===== src/rtl/yolo_axis_feeder_pkg.sv =====
// rtl/yolo_axis_feeder_pkg.sv - shared types and defaults for the AXIS frame feeder
package yolo_axis_pkg;

    typedef enum logic [1:0] {
        ST_IDLE = 2'd0,
        ST_SEND = 2'd1,
        ST_GAP  = 2'd2,
        ST_FIN  = 2'd3
    } feeder_state_t;

    localparam int DEF_DATA_W = 64;
    localparam int DEF_LEN_W  = 20;
    localparam int DEF_GAP_W  = 8;

    function automatic int keep_w(input int data_w);
        return data_w / 8;
    endfunction

endpackage


===== src/rtl/yolo_axis_feeder_if.sv =====
// rtl/yolo_axis_feeder_if.sv - AXI4-Stream bundle between feeder and kernel
interface yolo_axis_if #(
    parameter int DATA_W = 64
) ();
    logic [DATA_W-1:0]   tdata;
    logic [DATA_W/8-1:0] tkeep;
    logic                tvalid;
    logic                tready;
    logic                tlast;

    modport master (output tdata, tkeep, tvalid, tlast, input tready);
    modport slave  (input tdata, tkeep, tvalid, tlast, output tready);
endinterface


===== src/rtl/yolo_axis_feeder_fifo.sv =====
// rtl/yolo_axis_feeder_fifo.sv - first-word-fall-through buffer for outgoing beats
module yolo_axis_fifo #(
    parameter int DATA_W = 64,
    parameter int DEPTH  = 16,
    localparam int AW    = $clog2(DEPTH),
    localparam int CNT_W = AW + 1
) (
    input  logic              clk,
    input  logic              rst_n,
    input  logic              i_wr_valid,
    input  logic [DATA_W-1:0] i_wr_data,
    input  logic              i_rd_en,
    output logic [DATA_W-1:0] o_rd_data,
    output logic [CNT_W-1:0]  o_count,
    output logic              o_full,
    output logic              o_empty
);

    logic [DATA_W-1:0] r_mem [DEPTH];
    logic [AW-1:0]     r_wr_ptr;
    logic [AW-1:0]     r_rd_ptr;
    logic [CNT_W-1:0]  r_count;
    logic              w_push;
    logic              w_pop;

    assign o_full    = (r_count == CNT_W'(DEPTH));
    assign o_empty   = (r_count == '0);
    assign o_count   = r_count;
    assign o_rd_data = r_mem[r_rd_ptr];
    assign w_push    = i_wr_valid && !o_full;
    assign w_pop     = i_rd_en && !o_empty;

    // Storage is not reset; the pointers alone define what is valid.
    always_ff @(posedge clk) begin
        if (w_push) begin
            r_mem[r_wr_ptr] <= i_wr_data;
        end
    end

    always_ff @(posedge clk or negedge rst_n) begin
        if (!rst_n) begin
            r_wr_ptr <= '0;
            r_rd_ptr <= '0;
            r_count  <= '0;
        end else begin
            if (w_push) begin
                r_wr_ptr <= r_wr_ptr + AW'(1);
            end
            if (w_pop) begin
                r_rd_ptr <= r_rd_ptr + AW'(1);
            end
            case ({w_push, w_pop})
                2'b10:   r_count <= r_count + CNT_W'(1);
                2'b01:   r_count <= r_count - CNT_W'(1);
                default: r_count <= r_count;
            endcase
        end
    end

endmodule


===== src/rtl/yolo_axis_feeder.sv =====
// rtl/yolo_axis_feeder.sv - frames buffered words onto the kernel inStream with gaps and a stall watchdog
module yolo_axis_feeder
    import yolo_axis_pkg::*;
#(
    parameter int DATA_W      = DEF_DATA_W,
    parameter int LEN_W       = DEF_LEN_W,
    parameter int GAP_W       = DEF_GAP_W,
    parameter int FIFO_DEPTH  = 16,
    parameter int STALL_LIMIT = 1024
) (
    input  logic              ap_clk,
    input  logic              ap_rst_n,
    input  logic              start,
    input  logic [LEN_W-1:0]  frame_len,
    input  logic [GAP_W-1:0]  gap_cycles,
    input  logic              wr_valid,
    output logic              wr_ready,
    input  logic [DATA_W-1:0] wr_data,
    yolo_axis_if.master       m_axis,
    output logic              busy,
    output logic              done,
    output logic [LEN_W-1:0]  beat_cnt,
    output logic              stall_err
);

    localparam int KEEP_W  = keep_w(DATA_W);
    localparam int CNT_W   = $clog2(FIFO_DEPTH) + 1;
    localparam int STALL_W = $clog2(STALL_LIMIT + 1);

    feeder_state_t       r_state;
    feeder_state_t       w_state_nxt;
    logic [LEN_W-1:0]    r_len;
    logic [GAP_W-1:0]    r_gap;
    logic [GAP_W-1:0]    r_gap_cnt;
    logic [LEN_W-1:0]    r_beat_cnt;
    logic [STALL_W-1:0]  r_stall_cnt;
    logic [STALL_W-1:0]  w_stall_nxt;
    logic                r_stall_err;

    logic [DATA_W-1:0]   w_fifo_data;
    logic [CNT_W-1:0]    w_fifo_count;
    logic                w_fifo_full;
    logic                w_fifo_empty;
    logic                w_tvalid;
    logic                w_hs;
    logic                w_last;
    logic                w_accept;

    yolo_axis_fifo #(
        .DATA_W (DATA_W),
        .DEPTH  (FIFO_DEPTH)
    ) u_fifo (
        .clk        (ap_clk),
        .rst_n      (ap_rst_n),
        .i_wr_valid (wr_valid),
        .i_wr_data  (wr_data),
        .i_rd_en    (w_hs),
        .o_rd_data  (w_fifo_data),
        .o_count    (w_fifo_count),
        .o_full     (w_fifo_full),
        .o_empty    (w_fifo_empty)
    );

    always_ff @(posedge ap_clk or negedge ap_rst_n) begin
        if (!ap_rst_n) begin
            r_state <= ST_IDLE;
        end else begin
            r_state <= w_state_nxt;
        end
    end

    // tvalid comes only from state and FIFO occupancy, never from tready.
    always_comb begin
        w_state_nxt = r_state;
        w_tvalid    = (r_state == ST_SEND) && !w_fifo_empty;
        w_hs        = w_tvalid && m_axis.tready;
        w_last      = (r_beat_cnt == (r_len - LEN_W'(1)));
        w_accept    = (r_state == ST_IDLE) && start;
        busy        = (r_state == ST_SEND) || (r_state == ST_GAP);
        done        = (r_state == ST_FIN);
        case (r_state)
            ST_IDLE: begin
                if (start) begin
                    w_state_nxt = (frame_len != '0) ? ST_SEND : ST_FIN;
                end
            end
            ST_SEND: begin
                if (w_hs) begin
                    if (w_last) begin
                        w_state_nxt = ST_FIN;
                    end else if (r_gap != '0) begin
                        w_state_nxt = ST_GAP;
                    end
                end
            end
            ST_GAP: begin
                if (r_gap_cnt == GAP_W'(1)) begin
                    w_state_nxt = ST_SEND;
                end
            end
            ST_FIN: begin
                w_state_nxt = ST_IDLE;
            end
            default: begin
                w_state_nxt = ST_IDLE;
            end
        endcase
    end

    // Starvation (tvalid low) is not the kernel's fault, so it clears the count.
    always_comb begin
        w_stall_nxt = '0;
        if (w_tvalid && !m_axis.tready) begin
            w_stall_nxt = (r_stall_cnt == STALL_W'(STALL_LIMIT)) ? r_stall_cnt
                                                                 : r_stall_cnt + STALL_W'(1);
        end
    end

    always_ff @(posedge ap_clk or negedge ap_rst_n) begin
        if (!ap_rst_n) begin
            r_len       <= '0;
            r_gap       <= '0;
            r_gap_cnt   <= '0;
            r_beat_cnt  <= '0;
            r_stall_cnt <= '0;
            r_stall_err <= 1'b0;
        end else begin
            if (w_accept) begin
                r_len      <= frame_len;
                r_gap      <= gap_cycles;
                r_beat_cnt <= '0;
            end else if (w_hs) begin
                r_beat_cnt <= r_beat_cnt + LEN_W'(1);
            end

            if (w_hs && !w_last && (r_gap != '0)) begin
                r_gap_cnt <= r_gap;
            end else if (r_state == ST_GAP) begin
                r_gap_cnt <= r_gap_cnt - GAP_W'(1);
            end

            r_stall_cnt <= w_stall_nxt;
            if (w_accept) begin
                r_stall_err <= 1'b0;
            end else if (w_stall_nxt == STALL_W'(STALL_LIMIT)) begin
                r_stall_err <= 1'b1;
            end
        end
    end

    assign wr_ready      = !w_fifo_full;
    assign m_axis.tvalid = w_tvalid;
    assign m_axis.tdata  = w_fifo_data;
    assign m_axis.tkeep  = {KEEP_W{1'b1}};
    assign m_axis.tlast  = w_tvalid && w_last;
    assign beat_cnt      = r_beat_cnt;
    assign stall_err     = r_stall_err;

    a_count_bound: assert property (@(posedge ap_clk) disable iff (!ap_rst_n)
        w_fifo_count <= CNT_W'(FIFO_DEPTH));

    a_tvalid_hold: assert property (@(posedge ap_clk) disable iff (!ap_rst_n)
        (w_tvalid && !m_axis.tready) |=> (w_tvalid && $stable(w_fifo_data) && $stable(m_axis.tlast)));

endmodule


===== src/flat_wrapper.sv =====
// flat-port wrapper written by rule: the top's interface ports become plain ports
module yolo_axis_feeder_flat import yolo_axis_pkg::*;
#(
    parameter int DATA_W      = DEF_DATA_W,
    parameter int LEN_W       = DEF_LEN_W,
    parameter int GAP_W       = DEF_GAP_W,
    parameter int FIFO_DEPTH  = 16,
    parameter int STALL_LIMIT = 1024
)
  (ap_clk, ap_rst_n, start, frame_len, gap_cycles, wr_valid, wr_ready, wr_data, busy, done, beat_cnt, stall_err, m_axis_tdata, m_axis_tkeep, m_axis_tvalid, m_axis_tlast, m_axis_tready);
  yolo_axis_if #(.DATA_W(DATA_W)) m_axis_i ();
  input  logic ap_clk;
  input  logic ap_rst_n;
  input  logic start;
  input  logic [LEN_W-1:0] frame_len;
  input  logic [GAP_W-1:0] gap_cycles;
  input  logic wr_valid;
  output logic wr_ready;
  input  logic [DATA_W-1:0] wr_data;
  output logic busy;
  output logic done;
  output logic [LEN_W-1:0] beat_cnt;
  output logic stall_err;
  output wire logic [$bits(m_axis_i.tdata)-1:0] m_axis_tdata;
  output wire logic [$bits(m_axis_i.tkeep)-1:0] m_axis_tkeep;
  output wire logic [$bits(m_axis_i.tvalid)-1:0] m_axis_tvalid;
  output wire logic [$bits(m_axis_i.tlast)-1:0] m_axis_tlast;
  input wire logic [$bits(m_axis_i.tready)-1:0] m_axis_tready;
  assign m_axis_tdata = m_axis_i.tdata;
  assign m_axis_tkeep = m_axis_i.tkeep;
  assign m_axis_tvalid = m_axis_i.tvalid;
  assign m_axis_tlast = m_axis_i.tlast;
  assign m_axis_i.tready = m_axis_tready;
  yolo_axis_feeder #(.DATA_W(DATA_W), .LEN_W(LEN_W), .GAP_W(GAP_W), .FIFO_DEPTH(FIFO_DEPTH), .STALL_LIMIT(STALL_LIMIT)) u_core (.ap_clk(ap_clk), .ap_rst_n(ap_rst_n), .start(start), .frame_len(frame_len), .gap_cycles(gap_cycles), .wr_valid(wr_valid), .wr_ready(wr_ready), .wr_data(wr_data), .m_axis(m_axis_i), .busy(busy), .done(done), .beat_cnt(beat_cnt), .stall_err(stall_err));
endmodule

===== config.mk =====
export PLATFORM = sky130hd
export DESIGN_NAME = yolo_axis_feeder_flat
export DESIGN_NICKNAME = d
export VERILOG_FILES = /design/src/rtl/yolo_axis_feeder_pkg.sv /design/src/rtl/yolo_axis_feeder_if.sv /design/src/rtl/yolo_axis_feeder_fifo.sv /design/src/rtl/yolo_axis_feeder.sv /design/src/flat_wrapper.sv
export SDC_FILE = /design/constraint.sdc
export NUM_CORES = 1
export LEC_CHECK = 0
export ABC_AREA = 1
export CAP_MARGIN = 20
export CELL_PAD_IN_SITES_DETAIL_PLACEMENT = 1
export CELL_PAD_IN_SITES_GLOBAL_PLACEMENT = 2
export CORE_MARGIN = 3
export CORE_UTILIZATION = 47
export DETAILED_ROUTE_END_ITERATION = 8
export PLACE_DENSITY = 0.82
export SYNTH_ARGS = -nofsm -noshare
export SYNTH_HDL_FRONTEND = slang
export SYNTH_SLANG_ARGS = --single-unit
export TNS_END_PERCENT = 20

===== constraint.sdc =====
create_clock -name ap_clk -period 10.1 [get_ports ap_clk]
set_input_delay 2.525 -clock ap_clk [delete_from_list [all_inputs] [get_ports ap_clk]]
set_output_delay 2.525 -clock ap_clk [all_outputs]
set_load 0.03 [all_outputs]

==> results.md <==
- Finished Layout Cells: 4,811
- Seq. cell area: 0.03284 mm2
- Failing checks: slew limit
- Worst Path Arrival: 5.20 ns
- Global-route wire length before repair: 190,500 um
- DRT antenna net count: 0
- Clock Sinks: 1,107
- Drt initial violations: 2,604
- Synth Area in Adders: 0.5984%
- Vias: 28,820
- Static Leakage: 17.85 nW
- Tcrit/Tclk final: 76.52%
- Finish-stage setup viols: 0
- Initial antenna violation count: 13
- Largest family of logic cells by synthesized area: compound AO/OA/AOI/OAI gates
- FP Rows: 113
- Multi-input gate area: 0.01116 mm2
- Ys async rst share: 7.498%
- Die width: 316.0 um
- I/O pin total: 195
- Core region area: 0.09515 mm2
- CP max stage delay: 1.09 ns
- Post-synthesis mux area share: 4.433%
- Worst reg2reg setup slack: 6.46 ns
- Setup repair bufs after CTS: 0
- WL/cell: 26.50 um
- Hold_ws: 0.4965 ns
- Min Tclk post-route: 7.729 ns
- Synth Area in Compound Gates: 9.544%
- P&R area growth vs syn: 15.16%
- RSZ-0062 raised after global routing: false
- Fraction of layout cells with a size suffix above 1: 7.327%
- Clock-pin slew on the worst setup and hold paths: 0.07 ns
- Die H: 316.0 um
- Most common cell after layout, fill and taps aside: edfxtp_1
- CTS buffer count: 113
- Buffer depth of the longest clock path: 3
- H-tree depth: 3
- Count of hold-fix buffers inserted at cts: 0
- Rel. slew slack: -2.049%
- Ys flop type: edfxtp_1
- Total detailed-routing wirelength: 127,500 um
- Fin nets: 3,559
- Port bufs: 186
- Total number of yosys warnings: 0
- Most common cell on crit path: buf_12
- Skew-Pair Late Insertion Delay: 0.69 ns
- Final TNS setup: 0 ns
- Total power per unit cell area: 298.0 mW/mm2
- CTS tree: yes
- Synth Instances: 3,306
- Simple-gate share of the synthesized area: 9.067%
- CP Buf/Inv Count: 3
- CP Data Required Time: 7.58 ns
- Post-synthesis xor/xnor area fraction: 0.7369%
- Slowest CP cell: dfrtp_4
- CP top delay family: buffers and inverters
- Placed Cells: 4,589
- Register area share after synthesis: 72.68%
- WS Path Type: register to output pin
- Worst Clk Skew: 0.01889 ns
- Mapped Area: 0.04516 mm2
- Syn avg cell area: 13.66 um2
- DP HPWL: 66,020 um
- Slew @ Worst Pin: 1.531 ns
- Root buffer cell: clkbuf_16
- CP endpoint kind: output pin
- Worst vdd ir: 0.3125 mV
- Filler cell count: 9,217
- Max FO, Critical Path: 196
- Post_cts resized: 0
- Final Hold Viols: 0
- Total track usage: 25.30%
- Hold Crit Class: register to register
- Register bit total from synthesis: 1,107
- Status: finished with violations
- Starting Density: 47.46%
- GRT Residual Overflow: 0
- Largest net degree at the start of global routing: 229
- Die ar.: 0.09985 mm2
- Netlist cell types: 48
- F_max: 129.4 MHz
- DRC: 0
- Most frequent cells in the layout: edfxtp_1, nor2_1, o21ai_0
- Max Cap Viol: 0
- RD Place Congestion: 0.8428
- Pins over their slew limit: 45
- CP Cell Sequence: buf_12 -> buf_12 -> o21ai_0 -> o221ai_1 -> nand3_1 -> nand2_1 -> clkdlybuf4s50_1
- CP Launch Type: register
- Post-synth EDFFs: 1,024
- DRT Pass-1 Iters: 5
- Via density: 5.989
- Vias in the first global route: 30,330
layer usage:
metal	vias to the layer above	global-route usage, %	wire length, um	share of wire, %
li1	12760	-	-	-
met1	14920	33.36	52410	41
met2	910	42.36	63100	49
met3	223	4.418	8214	6.4
met4	6	9.116	3745	2.9
met5	-	0	41	0.032
stage by stage:
| step | setup WS, ns | instance area [um2] | power, mW | utilization (%) |
|---|---|---|---|---|
| floorplan | 4.018 | 45190 | 9.335 | - |
| global placement | 3.298 | 48240 | 11.15 | 50.70 |
| detailed placement | 3.159 | 48240 | 11.37 | 50.70 |
| CTS | 2.343 | 51930 | 15.60 | 54.58 |
| global route | 2.107 | 51990 | 16.27 | 54.64 |
| finish | 2.371 | 52010 | 15.50 | 54.66 |
kinds of logic (layout without fill, tap and decap cells):
family / count (synthesis) / after routing
AND/OR/NAND/NOR: 966 / 966
other: 1 / 19
adder cells (fa/ha/maj): 21 / 21
buffers and inverters: 331 / 553
AO/OA/AOI/OAI: 642 / 642
flip-flops: 1107 / 1107
multiplexers: 200 / 200
XOR/XNOR: 38 / 38
path summary, 6_finish.rpt:
| path | start | to | depth (start not counted) |
|---|---|---|---|
| max | u_core.u_fifo.r_rd_ptr[0] | m_axis_tdata[4] | 7 |
| min reg2reg | u_core.u_fifo.o_count[4] | u_core.u_fifo.o_count[4] | 1 |
| max in group asynchronous | ap_rst_n | u_core.u_fifo.r_rd_ptr[3] | 2 |
| min in group asynchronous | ap_rst_n | u_core.r_stall_cnt[4] | 1 |
| max reg2reg | u_core.u_fifo.o_count[1] | u_core.u_fifo.r_mem[11][36] | 7 |
| min | u_core.u_fifo.o_count[4] | u_core.u_fifo.o_count[4] | 1 |
synthesized netlist by cell type (6+ instances only):
cell type	instances	area share, %
dfrtp_1	83	4.6
xnor2_1	10	0.19
nand4_1	32	0.44
xor2_1	28	0.54
edfxtp_1	1024	68
nor2_2	6	0.083
nand3_1	136	1.5
inv_1	109	0.91
buf_2	32	0.35
a21oi_1	14	0.16
o22ai_1	8	0.11
clkbuf_1	165	1.4
mux2i_1	200	4.4
o221ai_1	200	3.9
o211ai_1	52	0.86
nor4_1	12	0.17
o32ai_1	49	0.95
buf_1	7	0.058
o21ai_0	308	3.4
ha_1	20	0.55
buf_4	8	0.13
nand2_1	289	2.4
nor3_1	21	0.23
nor2_1	447	3.7
report_power, final:
group,switching (mW),internal [mW]
clock network,1.76,2.42
registers,0.391,5.55
logic,3.65,1.73
total,5.80,9.70
state kept, by name (all words and copies together) (netlist names):
signal	cells
u_core.stall_err	1
u_core.u_fifo.r_rd_ptr	4
u_core.u_fifo.r_mem	1024
u_core.r_stall_cnt	11
u_core.r_len	20
u_core.r_gap_cnt	8
u_core.r_state	2
u_core.r_gap	8
u_core.beat_cnt	20
u_core.u_fifo.o_count	5
u_core.u_fifo.r_wr_ptr	4
final cells by class:
type                       count  area share, %
antenna                       11        0.05293
sequential                  1107          63.15
tap                         1265          3.043
clock inverter                79          1.496
inverter                     116         0.8564
clock buffer                 130          5.601
timing repair buffer         228          4.340
multi-input combinational   1875          21.46
Note: power is estimated with default switching activity, not from simulation.
